## config.mk

```make
export PLATFORM = sky130hd
export DESIGN_NAME = openofdm_tx_bit_framer
export DESIGN_NICKNAME = d
export VERILOG_FILES = /design/src/rtl/openofdm_tx_pkg.sv /design/src/rtl/openofdm_tx_crc32_serial.sv /design/src/rtl/openofdm_tx_bit_framer.sv
export SDC_FILE = /design/constraint.sdc
export NUM_CORES = 1
export LEC_CHECK = 0
export BUFFER_PORTS_ARGS = -buffer_cell sky130_fd_sc_hd__buf_2
export CORE_ASPECT_RATIO = 1.2
export CORE_MARGIN = 4
export CORE_UTILIZATION = 52
export DETAILED_ROUTE_END_ITERATION = 6
export GPL_ROUTABILITY_DRIVEN = 0
export GPL_TIMING_DRIVEN = 0
export PLACE_DENSITY = 0.86
export SLEW_MARGIN = 40
export SYNTH_ARGS = -nofsm -noshare
export SYNTH_HDL_FRONTEND = slang
export SYNTH_SLANG_ARGS = --single-unit
export TNS_END_PERCENT = 100
```

## constraint.sdc

```tcl
create_clock -name clock -period 2.4 [get_ports clock]
set_clock_uncertainty 0.1 [all_clocks]
set_input_delay 0.36 -clock clock [delete_from_list [all_inputs] [get_ports clock]]
set_output_delay 0.36 -clock clock [all_outputs]
set_load 0.02 [all_outputs]
```

## src/rtl/openofdm_tx_pkg.sv

```systemverilog
// Shared constants, state encoding and rate lookup for the OpenOFDM transmit bit framer.
package openofdm_tx_pkg;

  localparam logic [3:0] RATE_6M  = 4'b1101;
  localparam logic [3:0] RATE_9M  = 4'b1111;
  localparam logic [3:0] RATE_12M = 4'b0101;
  localparam logic [3:0] RATE_18M = 4'b0111;
  localparam logic [3:0] RATE_24M = 4'b1001;
  localparam logic [3:0] RATE_36M = 4'b1011;
  localparam logic [3:0] RATE_48M = 4'b0001;
  localparam logic [3:0] RATE_54M = 4'b0011;

  localparam int SERVICE_BITS = 16;
  localparam int TAIL_BITS    = 6;
  localparam int FCS_BYTES    = 4;

  localparam logic [31:0] CRC32_POLY = 32'h04C11DB7;
  localparam logic [31:0] CRC32_INIT = 32'hFFFFFFFF;

  typedef enum logic [2:0] {
    ST_IDLE,
    ST_SERVICE,
    ST_DATA,
    ST_FCS,
    ST_TAIL,
    ST_PAD,
    ST_DONE
  } state_t;

  // Data bits per OFDM symbol; zero marks an unsupported rate code.
  function automatic logic [8:0] rateToNdbps(input logic [3:0] rate);
    case (rate)
      RATE_6M:  return 9'd24;
      RATE_9M:  return 9'd36;
      RATE_12M: return 9'd48;
      RATE_18M: return 9'd72;
      RATE_24M: return 9'd96;
      RATE_36M: return 9'd144;
      RATE_48M: return 9'd192;
      RATE_54M: return 9'd216;
      default:  return 9'd0;
    endcase
  endfunction

  function automatic logic [31:0] reflect32(input logic [31:0] v);
    logic [31:0] r;
    for (int i = 0; i < 32; i++) r[i] = v[31-i];
    return r;
  endfunction

endpackage

```

## src/rtl/openofdm_tx_crc32_serial.sv

```systemverilog
// Bit-serial reflected CRC-32 used to generate the 802.11 FCS, one data bit per enable.
module openofdm_tx_crc32_serial
  import openofdm_tx_pkg::*;
(
  input  logic        clk_i,
  input  logic        rst_i,
  input  logic        clear_i,
  input  logic        bit_i,
  input  logic        bit_en_i,
  output logic [31:0] crc_o
);

  localparam logic [31:0] POLY_REFL = reflect32(CRC32_POLY);

  logic [31:0] crc_q, crc_d;

  always_comb begin
    crc_d = crc_q;
    if (clear_i) begin
      crc_d = CRC32_INIT;
    end else if (bit_en_i) begin
      crc_d = (crc_q >> 1) ^ ((crc_q[0] ^ bit_i) ? POLY_REFL : 32'd0);
    end
  end

  always_ff @(posedge clk_i or posedge rst_i) begin
    if (rst_i) crc_q <= CRC32_INIT;
    else       crc_q <= crc_d;
  end

  assign crc_o = crc_q;

endmodule

```

## src/rtl/openofdm_tx_bit_framer.sv

```systemverilog
// Serializes SERVICE + PSDU (+ FCS) + TAIL + PAD into the scrambler bit stream.
// Define OPENOFDM_TX_FCS_INSERT_EN to append an internally generated FCS.
module openofdm_tx_bit_framer
  import openofdm_tx_pkg::*;
#(
  parameter int LEN_WIDTH = 12,
  parameter int SYM_WIDTH = 15
) (
  input  logic                 clock,
  input  logic                 reset,
  input  logic                 start,
  input  logic [3:0]           pkt_rate,
  input  logic [LEN_WIDTH-1:0] pkt_len,
  input  logic [7:0]           byte_in,
  input  logic                 byte_in_valid,
  output logic                 byte_in_ready,
  output logic                 bit_out,
  output logic                 bit_valid,
  input  logic                 bit_ready,
  output logic                 bit_tail,
  output logic                 bit_sym_last,
  output logic                 busy,
  output logic                 done,
  output logic                 cfg_err,
  output logic [SYM_WIDTH-1:0] n_ofdm_sym,
  output logic [8:0]           n_bit_in_last_sym
);

`ifdef OPENOFDM_TX_FCS_INSERT_EN
  localparam state_t               AFTER_DATA = ST_FCS;
  localparam logic [LEN_WIDTH-1:0] SRC_SKIP   = LEN_WIDTH'(FCS_BYTES);
`else
  localparam state_t               AFTER_DATA = ST_TAIL;
  localparam logic [LEN_WIDTH-1:0] SRC_SKIP   = '0;
`endif

  state_t               state_q;
  logic [8:0]           ndbps_q;
  logic [8:0]           symCnt_q;
  logic [4:0]           cnt_q;
  logic [LEN_WIDTH-1:0] byteCnt_q;
  logic [7:0]           byte_q;
  logic                 haveByte_q;
  logic                 done_q;
  logic                 cfgErr_q;
  logic [SYM_WIDTH-1:0] nOfdmSym_q;
  logic [8:0]           nBitLast_q;

  logic       xfer, symWrap, moreBytes, byteTake, startOk;
  logic [8:0] startNdbps;

  assign startNdbps = rateToNdbps(pkt_rate);
  assign startOk    = (startNdbps != 9'd0) && (pkt_len >= LEN_WIDTH'(FCS_BYTES));
  assign moreBytes  = (byteCnt_q != '0);
  assign symWrap    = (symCnt_q == ndbps_q - 9'd1);

  assign bit_valid = (state_q == ST_SERVICE) || (state_q == ST_FCS) || (state_q == ST_TAIL) ||
                     (state_q == ST_PAD) || ((state_q == ST_DATA) && haveByte_q);
  assign xfer      = bit_valid && bit_ready;

  // A new byte is requested only when the slot is empty or its last bit leaves this cycle.
  assign byte_in_ready = (state_q == ST_DATA) && moreBytes &&
                         (!haveByte_q || ((cnt_q[2:0] == 3'd7) && bit_ready));
  assign byteTake      = byte_in_ready && byte_in_valid;

  assign bit_tail          = (state_q == ST_TAIL);
  assign bit_sym_last      = bit_valid && symWrap;
  assign busy              = (state_q != ST_IDLE);
  assign done              = done_q;
  assign cfg_err           = cfgErr_q;
  assign n_ofdm_sym        = nOfdmSym_q;
  assign n_bit_in_last_sym = nBitLast_q;

`ifdef OPENOFDM_TX_FCS_INSERT_EN
  logic [31:0] crc;

  openofdm_tx_crc32_serial u_crc (
    .clk_i    (clock),
    .rst_i    (reset),
    .clear_i  (state_q == ST_IDLE),
    .bit_i    (bit_out),
    .bit_en_i ((state_q == ST_DATA) && xfer),
    .crc_o    (crc)
  );
`endif

  always_comb begin
    bit_out = 1'b0;
    case (state_q)
      ST_DATA: bit_out = byte_q[cnt_q[2:0]];
`ifdef OPENOFDM_TX_FCS_INSERT_EN
      ST_FCS:  bit_out = ~crc[cnt_q];
`endif
      default: bit_out = 1'b0;
    endcase
  end

  always_ff @(posedge clock or posedge reset) begin
    if (reset) begin
      state_q    <= ST_IDLE;
      ndbps_q    <= '0;
      symCnt_q   <= '0;
      cnt_q      <= '0;
      byteCnt_q  <= '0;
      byte_q     <= '0;
      haveByte_q <= 1'b0;
      done_q     <= 1'b0;
      cfgErr_q   <= 1'b0;
      nOfdmSym_q <= '0;
      nBitLast_q <= '0;
    end else begin
      done_q   <= 1'b0;
      cfgErr_q <= 1'b0;
      if (xfer) begin
        symCnt_q <= symWrap ? 9'd0 : symCnt_q + 9'd1;
        if (symWrap) nOfdmSym_q <= nOfdmSym_q + SYM_WIDTH'(1);
      end
      case (state_q)
        ST_IDLE: begin
          if (start) begin
            if (!startOk) begin
              cfgErr_q <= 1'b1;
            end else begin
              state_q    <= ST_SERVICE;
              ndbps_q    <= startNdbps;
              byteCnt_q  <= pkt_len - SRC_SKIP;
              cnt_q      <= '0;
              symCnt_q   <= '0;
              nOfdmSym_q <= '0;
              nBitLast_q <= '0;
              haveByte_q <= 1'b0;
            end
          end
        end
        ST_SERVICE: begin
          if (xfer) begin
            if (cnt_q == 5'(SERVICE_BITS - 1)) begin
              cnt_q   <= '0;
              state_q <= moreBytes ? ST_DATA : AFTER_DATA;
            end else begin
              cnt_q <= cnt_q + 5'd1;
            end
          end
        end
        ST_DATA: begin
          if (byteTake) begin
            byte_q    <= byte_in;
            byteCnt_q <= byteCnt_q - LEN_WIDTH'(1);
          end
          if (xfer && (cnt_q[2:0] == 3'd7)) begin
            cnt_q      <= '0;
            haveByte_q <= byteTake;
            if (!moreBytes) state_q <= AFTER_DATA;
          end else if (xfer) begin
            cnt_q <= cnt_q + 5'd1;
          end else if (byteTake) begin
            haveByte_q <= 1'b1;
          end
        end
`ifdef OPENOFDM_TX_FCS_INSERT_EN
        ST_FCS: begin
          if (xfer) begin
            if (cnt_q == 5'd31) begin
              cnt_q   <= '0;
              state_q <= ST_TAIL;
            end else begin
              cnt_q <= cnt_q + 5'd1;
            end
          end
        end
`endif
        // Padding is skipped when the last tail bit happens to close a symbol.
        ST_TAIL: begin
          if (xfer) begin
            if (cnt_q == 5'(TAIL_BITS - 1)) begin
              cnt_q      <= '0;
              nBitLast_q <= symCnt_q + 9'd1;
              state_q    <= symWrap ? ST_DONE : ST_PAD;
              done_q     <= symWrap;
            end else begin
              cnt_q <= cnt_q + 5'd1;
            end
          end
        end
        ST_PAD: begin
          if (xfer && symWrap) begin
            state_q <= ST_DONE;
            done_q  <= 1'b1;
          end
        end
        ST_DONE: state_q <= ST_IDLE;
        default: state_q <= ST_IDLE;
      endcase
    end
  end

endmodule

```

# After elaboration in Yosys (flattened, before gate mapping)
# Memory sizes are Yosys's and may differ from the RTL's.
# Cells that the tools add are included.
# totals
regBits	73
output_inout_bits	32
input_bits	29
wordCells	127
rom_bits	96
latchBits	0
memories	1
ram_bits	0
# classes
n_reduce_logical	30
multipliers	0
n_eq_ne	22
order_cmp	2
muxes	56
addsub	5
div_mod_pow	0
n_bitwise	0
shift	0
# mem_list
memory	words	word_bits	rd	rd_clocked_by_memory_dff	wr	line	text
(no name shown)	16	6	1	0	0	openofdm_tx_pkg.sv:32	case (rate)
# op_table
cell	count
$mux W9	9
$mux W15	5
$mux W5	8
$mux W12	3
$mux W3	10
$pmux W12 S2	1
$pmux W5 S4	1
$pmux W9 S2	1
$add A15 B1 Y15 const B	1
$pmux W3 S5	1
$mux W1	13
$ge A12 B3 Y1 const B	1
$reduce_bool A12 Y1	1
$sub A12 B1 Y12 const B	1
$logic_and A1 B1 Y1	10
$ne A2 B1 Y1 const B	5
$ne A2 B2 Y1 const B	5
$reduce_and A5 Y1	2
$add A9 B1 Y9 const B	1
$eq A3 B3 Y1 const B	3
$eq A9 B9 Y1	1
$ne A3 B2 Y1 const B	3
$reduce_and A9 Y1	1
$reduce_bool A9 Y1	1
20 further kinds	27

# Depth between registers and ports, before layout
# logic_depth
depth_word	10
ltp_mapped	10
depth_no_buf	10

# Worst setup path after synthesis
# OpenSTA, ideal clock, no wires.
# synth_path
kind	reg2out
startpoint	reg ndbps_q[4]
endpoint	out bit_sym_last
n_path_buf	1
required_time_ns	1.940
path_slack_ns	-0.349
path_stages_with_launch	7
arrival_ns	2.289
cell_sequence	dfrtp_1 > or3_4 > or4_1 > a211oi_2 > nand3_1 > clkbuf_1 > nor2_1
# synth_between
elab_chain_len	3
# synth_rtl
element	line	text
start, declared	openofdm_tx_bit_framer.sv:38	logic [8:0] ndbps_q;
start signal, assigned	openofdm_tx_bit_framer.sv:125	ndbps_q <= startNdbps;
$sub A9 B1 Y9	openofdm_tx_bit_framer.sv:55	assign symWrap = (symCnt_q == ndbps_q - 9'd1);
$eq A9 B9 Y1	openofdm_tx_bit_framer.sv:55	
$logic_and A1 B1 Y1	openofdm_tx_bit_framer.sv:67	assign bit_sym_last = bit_valid && symWrap;
end, declared	openofdm_tx_bit_framer.sv:21	output logic bit_sym_last,
# No other way between the ends.

# Final worst setup path
# Same ends and word-level chain as after synthesis.

==> summary.log <==
qor: timing.layout_setup_ws -0.380 ns
qor: place.detailedPlace.worstSlack -0.487 ns
qor: timing.hold_violations 0
qor: cts.clk-insertion-delay-late 0.35 ns
qor: grt.grt_util_met3 0.0468
qor: grt.grt.busiest_layer met2
qor: grt.first_global_vias 3593
qor: grt.use_met1 0.265
qor: floorplanning.floorplan.core_area 7400 um2
qor: floorplanning.initial_utilization 0.543
qor: finish.design_area 5040 um2
qor: grt.global_route_wire_length_before_repair 16.3 mm
qor: power.internal-power 3190 uW
qor: floorplanning.die_w 88.2 um
qor: worst_setup_path.worst-r2r-setup-slack -0.34 ns
qor: worst_setup_path.timing.critical_path.max_delay_family simple AND/OR/NAND/NOR gates
qor: drt.drc_violations 0
qor: finish.antenna_cells 0
qor: worst_setup_path.crit_slowest_cell sky130_fd_sc_hd__or4_4
qor: timing.period_share 1.16
qor: power.sequentialPowerShare 0.346
qor: worst_setup_path.cpPeakStageDelay 0.43 ns
qor: synth.synth-warning-count 0
qor: synth.synth.yosys.seq_area_share 0.436
qor: worst_setup_path.worstRegToRegCells 9
qor: power.irDropWorstVdd 0.717 mV
qor: cts.cts_tree yes
qor: floorplanning.ios 61
qor: synth.leading_area_contributor_after_synthesis sky130_fd_sc_hd__dfrtp_1
qor: timing.fmaxAchievable 360 MHz
qor: floorplanning.die_area 9200 um2
qor: worst_setup_path.buffers_and_inverters_on_the_worst_path 2
qor: grt.globalRoute.totalOverflow 0
qor: cts.ctsLongestPathBuffers 2
qor: synth.synth-edff-count 0
qor: worst_setup_path.timing.critical_path.arrival 2.32 ns
qor: synth.number_of_cells_produced_by_synthesis 457
qor: timing.final-setup-viol-count 19
qor: place.dp_cells 607
qor: outcome.failed_checks negative setup slack
qor: power.leakage_power 0.00233 uW
qor: synth.syn-mean-instance-area 8.79 um2
qor: power.combinationalPowerShare 0.477
qor: grt.grtUsageMet2 0.378
qor: power.proportion_of_total_power_due_to_net_switching 0.423
qor: synth.synthDistinctLibCells 53
qor: synth.postSynthNetCount 496
qor: finish.nets 592
qor: worst_setup_path.worstPathMaxFanout 2
qor: worst_setup_path.worstPathCellList or3_4 > or4_4 > a211oi_4 > nand3_2 > buf_8 > nor2_4 > buf_6
qor: floorplanning.die_y 104 um
qor: worst_hold_path.min_delay_path_depth 2
qor: place.dpl.hpwl 6.93 mm
qor: finish.area_growth_syn_to_layout 25.4%
qor: outcome.outcome complete, but fails checks
qor: grt.grt_use_total 0.217
qor: cts.cts_inserted_buffers 9
qor: timing.slew_headroom 0.638
qor: cts.numClockSinks 70
qor: job.timing.max_cap.violations 0
qor: drt.drt-initial-drc-count 233
qor: drt.via_count 3881
qor: drt.vias_per_cell 5.99
qor: worst_setup_path.endpoint_of_the_most_critical_register_to_register_path n_ofdm_sym[12]
qor: worst_setup_path.critPathRequiredTime 1.94 ns
qor: synth.post-synth-top-count-cell sky130_fd_sc_hd__dfrtp_1
qor: grt.antenna_found_initial 0
qor: cts.htree_num_levels 3
qor: drt.wl 10.3 mm
qor: finish.layout.cells.non_filler 648
qor: worst_hold_path.hold_path.class in -> reg
qor: worst_hold_path.whs_endpoint byte_q[7]
qor: grt.grt_start_max_net_pins 43
qor: synth.ys_ff_latch 70
qor: finish.drive_above_1_share 0.267
qor: power.total_switching_power 2340 uW
qor: finish.final_core_utilization 0.681
qor: worst_setup_path.cp-start-kind flop
qor: timing.finalWorstPathRequiredPeriod 2.78 ns
qor: worst_setup_path.crit_start ndbps_q[4]
qor: worst_hold_path.holdCritStartpoint byte_in[7]
qor: timing.final-max-slew-violation-count 0
qor: timing.worst_pin_slew 0.544 ns
qor: worst_setup_path.cp-end-kind primary output
qor: finish.final.fill_count 574
qor: synth.yosysTopAreaCellShare 0.436
qor: cts.cts.reportedPaths.clkPinSlew 0.08 ns
qor: power.clockPowerShare 0.177
qor: place.dpl_cell_area 4490 um2
qor: power.pwr_density_cell 1100 nW/um2
qor: drt.ant_nets 0
qor: timing.grt_setup_unrepaired true
qor: worst_setup_path.worstSetupPathType reg -> out
qor: worst_setup_path.reg2reg_from ndbps_q[4]
qor: synth.ys_top_cells_by_area sky130_fd_sc_hd__dfrtp_1 (44%), sky130_fd_sc_hd__o21ai_0 (5.7%), sky130_fd_sc_hd__a21oi_1 (4.2%), sky130_fd_sc_hd__nand2_1 (4.0%), sky130_fd_sc_hd__nand3_1 (4.0%)
qor: synth.yosys_most_used_dff sky130_fd_sc_hd__dfrtp_1
qor: drt.first_pass_iters 5
qor: synth.async_reset_ff_frac 1.00
qor: floorplanning.number_of_placement_rows 34
qor: synth.synthesis.area 4020 um2
qor: synth.synth_common_cells sky130_fd_sc_hd__dfrtp_1 (70), sky130_fd_sc_hd__o21ai_0 (46), sky130_fd_sc_hd__nand2_1 (43)
qor: place.numPortBuffers 59
qor: timing.fin_tns_setup -3.94 ns
qor: drt.wl_per_cell 15.9 um
qor: cts.cts.root.buffer_cell sky130_fd_sc_hd__clkbuf_8
-- layer usage --
| layer | vias up | routed length, um |
|---|---|---|
| met4 | 0 | 195 |
| met5 | - | 0 |
| met1 | 1882 | 4130 |
| met3 | 21 | 617 |
| met2 | 145 | 5350 |
| li1 | 1833 | - |
-- worst max-delay path by stage --
stage / endpoint / depth (start not counted)
4_1_cts: bit_sym_last / 7
3_5_place_dp: byteCnt_q[3] / 8
3_3_place_gp: n_bit_in_last_sym[6] / 2
5_1_grt: n_ofdm_sym[12] / 9
6_report: bit_sym_last / 7
2_1_floorplan: bit_sym_last / 6
-- power groups by stage --
stage	Clock, uW	Sequential, uW	Combinational [uW]
3_3_place_gp	0	1870	2150
3_5_place_dp	0	1900	2250
4_1_cts	982	1880	2410
2_1_floorplan	0	1820	1770
5_1_grt	1040	1970	2910
6_report	980	1910	2630
-- flip-flops by register name (all words and copies together) (netlist names) --
register and cells:
cfg_err 1, symCnt_q 9, n_ofdm_sym 15, ndbps_q 6
state_q 3, byte_q 8, byteCnt_q 12, cnt_q 5
done 1, n_bit_in_last_sym 9, haveByte_q 1
-- cells in the final DEF, fill, tap and decap left out, types with 12 or more instances in the layout --
master and instances:
sky130_fd_sc_hd__a21oi_1 31, sky130_fd_sc_hd__clkbuf_1 14, sky130_fd_sc_hd__xnor2_1 12, sky130_fd_sc_hd__nor3_1 12, sky130_fd_sc_hd__buf_4 22, sky130_fd_sc_hd__nand2_1 42, sky130_fd_sc_hd__nand3_1 31, sky130_fd_sc_hd__nor2_1 34
sky130_fd_sc_hd__o21ai_0 46, sky130_fd_sc_hd__inv_1 21, sky130_fd_sc_hd__dfrtp_1 65, sky130_fd_sc_hd__buf_2 59
-- cells by family after synthesis --
logic type / after synthesis / share of synthesized area
compound gates: 118 / 0.175
xor+xnor: 19 / 0.0414
fa+ha+maj: 11 / 0.0336
buf+inv: 47 / 0.0445
flops: 70 / 0.436
mux: 15 / 0.0467
simple gates: 177 / 0.223
-- repair_timing --
| item | 4_1_cts | 5_1_grt |
|---|---|---|
| endpoints found under the hold margin | 28 | 0 |
| endpoints found under the setup margin | 46 | 56 |
| resized for setup | 21 | 25 |
| hold buffers | 1 | 0 |
| setup buffers | 9 | 16 |
| gates cloned | 0 | 2 |
| pin swaps | 7 | 12 |
-- through the flow --
step / total power [uW] / hold slack (ns)
3_3_place_gp: 4020 / 0.356
4_1_cts: 5270 / 0.133
3_5_place_dp: 4150 / 0.245
5_1_grt: 5920 / 0.140
6_report: 5530 / 0.138
2_1_floorplan: 3590 / 0.368
-- cell type report --
class | instances | area (um2) | share of cell area
plain buffers | 22 | 126 | 0.0251
clock inverters | 6 | 61.3 | 0.0122
flip-flops and latches | 70 | 1760 | 0.349
multi-input cells | 340 | 2200 | 0.437
clock buffers | 10 | 138 | 0.0273
well taps | 90 | 113 | 0.0224
inverters | 22 | 87.6 | 0.0174
repair buffers | 88 | 551 | 0.109
Power figures use the tool's default switching activity.
